<file path="src/rtl/alp_pkg.sv">
// Shared definitions for the alp 4-bit arithmetic/logic processor:
// one-hot state encodings, opcode constants and datapath widths.
package alp_pkg;
  localparam int DATA_W = 4;
  localparam int OP_W   = 3;

  typedef enum logic [4:0] {
    ST_EMPTY = 5'b00001,
    ST_ONE   = 5'b00010,
    ST_FULL  = 5'b00100,
    ST_EXEC  = 5'b01000,
    ST_ERROR = 5'b10000
  } state_e;

  localparam logic [OP_W-1:0] OP_ADD = 3'b000;
  localparam logic [OP_W-1:0] OP_SUB = 3'b001;
  localparam logic [OP_W-1:0] OP_AND = 3'b010;
  localparam logic [OP_W-1:0] OP_OR  = 3'b011;
  localparam logic [OP_W-1:0] OP_XOR = 3'b100;
  localparam logic [OP_W-1:0] OP_NOT = 3'b101;
  localparam logic [OP_W-1:0] OP_SHL = 3'b110;
  localparam logic [OP_W-1:0] OP_SHR = 3'b111;
endpackage

</file>
<file path="src/rtl/alp_alu.sv">
// Combinational ALU for alp: mod-16 result plus overflow (ADD carry / SUB borrow).
module alp_alu
  import alp_pkg::*;
(
  input  logic [DATA_W-1:0] a_i,
  input  logic [DATA_W-1:0] b_i,
  input  logic [OP_W-1:0]   op_i,
  output logic [DATA_W-1:0] res_o,
  output logic              ovf_o
);
  logic [DATA_W:0] sum;

  assign sum = {1'b0, a_i} + {1'b0, b_i};

  always_comb begin
    res_o = '0;
    ovf_o = 1'b0;
    case (op_i)
      OP_ADD: begin res_o = sum[DATA_W-1:0]; ovf_o = sum[DATA_W]; end
      OP_SUB: begin res_o = a_i - b_i;       ovf_o = (a_i < b_i); end
      OP_AND: res_o = a_i & b_i;
      OP_OR:  res_o = a_i | b_i;
      OP_XOR: res_o = a_i ^ b_i;
      OP_NOT: res_o = ~a_i;
      OP_SHL: res_o = {a_i[DATA_W-2:0], 1'b0};
      OP_SHR: res_o = {1'b0, a_i[DATA_W-1:1]};
      default: res_o = '0;
    endcase
  end
endmodule

</file>
<file path="src/rtl/alp.sv">
// alp top: serial operand load, compute/writeback FSM and sticky error state.
// Define ALP_DEBUG_STATE_EN to expose current (CS) and next (NS) state ports.
module alp
  import alp_pkg::*;
(
  input  logic              clk,
  input  logic              reset,
  input  logic [DATA_W-1:0] i_DATA_IN,
  input  logic [OP_W-1:0]   i_OP,
  input  logic              i_COMP,
  input  logic              i_LOAD,
  input  logic              i_CLR,
  output logic              ERR,
  output logic [DATA_W-1:0] o_R0,
  output logic [DATA_W-1:0] o_R1
`ifdef ALP_DEBUG_STATE_EN
  ,
  output logic [4:0]        CS,
  output logic [4:0]        NS
`endif
);
  state_e            state_q, state_d;
  logic [DATA_W-1:0] r0_q, r0_d, r1_q, r1_d, res_q, res_d;
  logic              ovf_q, ovf_d, err_q;
  logic [DATA_W-1:0] alu_res;
  logic              alu_ovf;

  alp_alu u_alu (
    .a_i  (r0_q),
    .b_i  (r1_q),
    .op_i (i_OP),
    .res_o(alu_res),
    .ovf_o(alu_ovf)
  );

  always_comb begin
    state_d = state_q;
    r0_d    = r0_q;
    r1_d    = r1_q;
    res_d   = res_q;
    ovf_d   = ovf_q;
    if (i_CLR) begin
      state_d = ST_EMPTY;
      r0_d    = '0;
      r1_d    = '0;
    end else begin
      case (state_q)
        ST_EMPTY: begin
          if (i_COMP)      state_d = ST_ERROR;
          else if (i_LOAD) begin r0_d = i_DATA_IN; state_d = ST_ONE; end
        end
        ST_ONE: begin
          if (i_COMP)      state_d = ST_ERROR;
          else if (i_LOAD) begin r1_d = i_DATA_IN; state_d = ST_FULL; end
        end
        ST_FULL: begin
          if (i_COMP) begin
            res_d   = alu_res;
            ovf_d   = alu_ovf;
            state_d = ST_EXEC;
          end else if (i_LOAD) begin
            state_d = ST_ERROR;
          end
        end
        // Writeback cycle: the wrapped result lands even when it overflowed.
        ST_EXEC: begin
          r0_d    = res_q;
          state_d = ovf_q ? ST_ERROR : ST_FULL;
        end
        ST_ERROR: state_d = ST_ERROR;
        default:  state_d = ST_EMPTY;
      endcase
    end
  end

  always_ff @(posedge clk) begin
    if (reset) begin
      state_q <= ST_EMPTY;
      r0_q    <= '0;
      r1_q    <= '0;
      res_q   <= '0;
      ovf_q   <= 1'b0;
      err_q   <= 1'b0;
    end else begin
      state_q <= state_d;
      r0_q    <= r0_d;
      r1_q    <= r1_d;
      res_q   <= res_d;
      ovf_q   <= ovf_d;
      err_q   <= (state_d == ST_ERROR);
    end
  end

  assign ERR  = err_q;
  assign o_R0 = r0_q;
  assign o_R1 = r1_q;

`ifdef ALP_DEBUG_STATE_EN
  assign CS = state_q;
  assign NS = state_d;
`endif
endmodule

</file>
<file path="config.mk">
export PLATFORM = sky130hd
export DESIGN_NAME = alp
export DESIGN_NICKNAME = d
export VERILOG_FILES = /design/src/rtl/alp_pkg.sv /design/src/rtl/alp_alu.sv /design/src/rtl/alp.sv
export SDC_FILE = /design/constraint.sdc
export NUM_CORES = 1
export LEC_CHECK = 0
export BUFFER_PORTS_ARGS = -buffer_cell sky130_fd_sc_hd__buf_2
export CORE_MARGIN = 2
export CORE_UTILIZATION = 55
export CTS_BUF_LIST = sky130_fd_sc_hd__clkbuf_4
export DETAILED_ROUTE_END_ITERATION = 10
export PLACE_DENSITY = 0.74
export SLEW_MARGIN = 5
export SYNTH_ARGS = -nofsm -noshare
export SYNTH_HDL_FRONTEND = slang
export SYNTH_HIERARCHICAL = 1
export SYNTH_SLANG_ARGS = --single-unit
</file>
<file path="constraint.sdc">
create_clock -name clk -period 5.9 [get_ports clk]
set_clock_uncertainty 0.05 [all_clocks]
set_input_delay 0.59 -clock clk [delete_from_list [all_inputs] [get_ports clk]]
set_output_delay 0.59 -clock clk [all_outputs]
set_load 0.03 [all_outputs]
</file>
==> summary.json <==
{
  "finish": {
    "final_layout_size_suffix_gt1_share_pct": 19.5,
    "finish.instance_area_mm2": 0.00157,
    "layout.filler_cells": 244,
    "mostFrequentLayoutCells": "sky130_fd_sc_hd__nor2_1, sky130_fd_sc_hd__buf_2, sky130_fd_sc_hd__dfxtp_1, sky130_fd_sc_hd__inv_1, sky130_fd_sc_hd__ha_1",
    "antenna_cells_inserted": 0,
    "area_of_the_multi_input_gates_um2": 971,
    "most_common_cell_after_layout_fill_and_taps_aside": "sky130_fd_sc_hd__nor2_1",
    "area_growth_syn_to_layout_pct": 8.57,
    "register_area_um2": 380,
    "postLayoutCoreUtil_pct": 63.3,
    "final_net_count": 212
  },
  "logic_synthesis": {
    "yosys_warnings": 6,
    "post_synth_instance_area_mm2": 0.00145,
    "synth_top_flop_cell": "sky130_fd_sc_hd__dfxtp_1",
    "number_of_enable_flip_flop_cells_after_synthesis": 0,
    "ys_async_sr_fraction_pct": 0,
    "synthCells": 168,
    "ys_ff_latch": 19,
    "synth_nets": 194,
    "synthesis.area_per_instance_um2": 8.60,
    "portion_of_the_post_synthesis_area_used_by_sequential_elements_pct": 26.3,
    "post_synth_num_cell_types": 45
  },
  "critical_path": {
    "setup.worst_path.end_class": "flip-flop",
    "r2r_path_start": "o_R0[1]$_SDFFE_PP0P_",
    "setup_slack_of_the_worst_register_to_register_path_ns": 3.41,
    "worst_r2r_endpoint": "res_q[3]$_SDFFE_PP0P_",
    "crit_path_cell_trace": "inv_1 > ha_1 > nor2_1 > or4_1 > o211ai_1 > xor2_1 > mux4_2 > mux2i_1 > nor2_1",
    "timing.critical_path.from_type": "flip-flop",
    "critPathKind": "flip-flop to flip-flop",
    "critical_path_required_ns": 6.05,
    "cpPeakStageDelay_ns": 0.47,
    "critical_path.most_common_cell": "sky130_fd_sc_hd__nor2_1",
    "worstPathMaxFanout": 7,
    "critical_path.startpoint": "o_R0[1]$_SDFFE_PP0P_",
    "worstPathBufferInverterCount": 1,
    "timing.critical_path.max_delay_family": "multiplexers",
    "critical-path-slowest-cell": "sky130_fd_sc_hd__dfxtp_1",
    "reg2reg_depth": 9,
    "crit_arrival_ns": 2.65
  },
  "route": {
    "routed-via-count": 1273,
    "post-route-drc-count": 0,
    "routed_via_density": 5.92,
    "wl_per_cell_um": 14.6,
    "drt_pre_antenna_iters": 4,
    "first_iter_violations": 43,
    "ant_nets": 0,
    "drt-total-wl_um": 3140
  },
  "min_path": {
    "worst_hold_path_type": "flip-flop to flip-flop",
    "hp-start": "res_q[0]$_SDFFE_PP0P_",
    "hold-path-cell-count": 2,
    "worstHoldEndpoint": "res_q[0]$_SDFFE_PP0P_"
  },
  "sta": {
    "tightest_slew_ns": 0.451,
    "timing.final.hold_violations": 0,
    "final-max-slew-violation-count": 0,
    "slew-limit-headroom_pct": 69.1,
    "period_needed_ns": 2.49,
    "totalNegativeSetupSlack_ns": 0,
    "rsz0062_at_grt": "no",
    "fin_worst_hold_slack_ns": 0.469,
    "final_cycle_share_pct": 42.3,
    "finalSetupViolations": 0,
    "maxClockFrequency_ghz": 0.401,
    "timing.final.ws_setup_ns": 3.41
  },
  "run": {
    "drv_cap": 0
  },
  "clock_tree": {
    "post_cts_setup_repair_bufs": 0,
    "total_of_hold_buffers_inserted_after_clock_tree_synthesis": 0,
    "tritoncts_num_sinks": 19,
    "post_cts.resized_instances": 0,
    "cts-root-buf": "sky130_fd_sc_hd__clkbuf_4",
    "clk_pin_slew_ns": 0.11,
    "clkLatencyLatePin_ns": 0.30,
    "cts_buffers": 3,
    "clock_tree_buffer_depth": 2,
    "htreeDepth": 1,
    "cts_tree": "yes"
  },
  "grt": {
    "grt_start_max_net_pins": 16,
    "first_global_vias": 1186,
    "number_of_antenna_violations_at_the_first_check_in_global_routing": 0,
    "grtUsageTotal_pct": 21.8,
    "globalRoute.totalOverflow": 0,
    "grt_pass1_wl_um": 5440
  },
  "place": {
    "post_dp_cell_area_mm2": 0.00154,
    "port-buffer-count": 20,
    "place.detailed.hpwl_um": 2530,
    "globalplace.congestion": 0.945,
    "preCtsSetupSlack_ns": 3.40
  },
  "outcome": {
    "run_status": "finished, final reports clean"
  },
  "pwr": {
    "p_leak_nw": 0.667,
    "vdd.ir_drop.worst_mv": 0.139,
    "power_density_mw_per_mm2": 156
  },
  "floorplan": {
    "die_width_um": 55.3,
    "floorplan.initialDensity_pct": 58.3,
    "num_rows": 18,
    "die_height_um": 55.3,
    "die_footprint_mm2": 0.00305,
    "design.core.area_mm2": 0.00248,
    "boundaryPins": 21
  }
}
tightest hold or removal path, stage by stage (launching register included):
cell and delay (ns):
sky130_fd_sc_hd__dfxtp_1 0.35, sky130_fd_sc_hd__mux2i_1 0.07, sky130_fd_sc_hd__nor2_1 0.07
final cells by class:
type / count / share of cell area, %
Multi-Input combinational cell: 128 / 61.9
Clock inverter: 1 / 0.319
Tap cell: 30 / 2.39
Clock buffer: 3 / 1.44
Timing Repair Buffer: 20 / 6.38
Inverter: 14 / 3.35
Sequential cell: 19 / 24.2
cells by family after synthesis:
kind of cell / after synthesis / synth area share, %
simple gates: 57 / 20.6
compound gates: 42 / 21.4
buf+inv: 21 / 6.49
flops: 19 / 26.3
fa+ha+maj: 14 / 13.2
mux: 13 / 10.8
xor+xnor: 2 / 1.21
report_power, final:
part | switching (mW) | leakage, nW | internal (mW)
Sequential | 0.00356 | 0.154 | 0.131
Combinational | 0.0260 | 0.495 | 0.0190
Clock | 0.0401 | 0.0177 | 0.0253
Total | 0.0696 | 0.667 | 0.175
sequential cells by signal, indices dropped and copies added (netlist names):
signal   cells
res_q        4
ERR          1
state_q      5
o_R0         4
o_R1         4
ovf_q        1
routing by layer:
metal / share of wire (%) / track usage, % / vias to the layer above
li1: - / - / 645
met1: 41 / 25.5 / 596
met2: 54 / 40.3 / 24
met3: 2.7 / 2.34 / 8
met4: 2.5 / 8.01 / 0
met5: 0 / 0 / -
cell usage after synthesis (3+ instances only):
master / number / area, um^2
sky130_fd_sc_hd__nand3b_1: 4 / 30.0
sky130_fd_sc_hd__a21oi_1: 7 / 35.0
sky130_fd_sc_hd__inv_1: 12 / 45.0
sky130_fd_sc_hd__o221a_2: 4 / 45.0
sky130_fd_sc_hd__o211ai_1: 6 / 45.0
sky130_fd_sc_hd__nor2b_1: 3 / 18.8
sky130_fd_sc_hd__dfxtp_1: 19 / 380
sky130_fd_sc_hd__ha_1: 12 / 150
sky130_fd_sc_hd__nand2_1: 9 / 33.8
sky130_fd_sc_hd__nand3_1: 3 / 15.0
sky130_fd_sc_hd__mux2i_1: 10 / 100
sky130_fd_sc_hd__o21a_1: 9 / 67.6
sky130_fd_sc_hd__nor3_1: 5 / 25.0
sky130_fd_sc_hd__clkbuf_1: 3 / 11.3
sky130_fd_sc_hd__nor2_1: 21 / 78.8
metrics by stage:
stage,instances,power (mW)
after floorplan,168,0.169
after global placement,211,0.180
after detailed placement,211,0.182
after CTS,215,0.245
after global routing,215,0.259
final,215,0.244
worst max-delay path by stage:
stage | end | slack (ns) | cells past startpoint
after floorplan | res_q[3]$_SDFFE_PP0P_ | 3.39 | 9
after global placement | res_q[3]$_SDFFE_PP0P_ | 3.44 | 8
after detailed placement | res_q[3]$_SDFFE_PP0P_ | 3.40 | 8
after CTS | res_q[3]$_SDFFE_PP0P_ | 3.41 | 9
after global routing | res_q[3]$_SDFFE_PP0P_ | 3.27 | 9
final | res_q[3]$_SDFFE_PP0P_ | 3.41 | 9
Power figures use the tool's default switching activity.
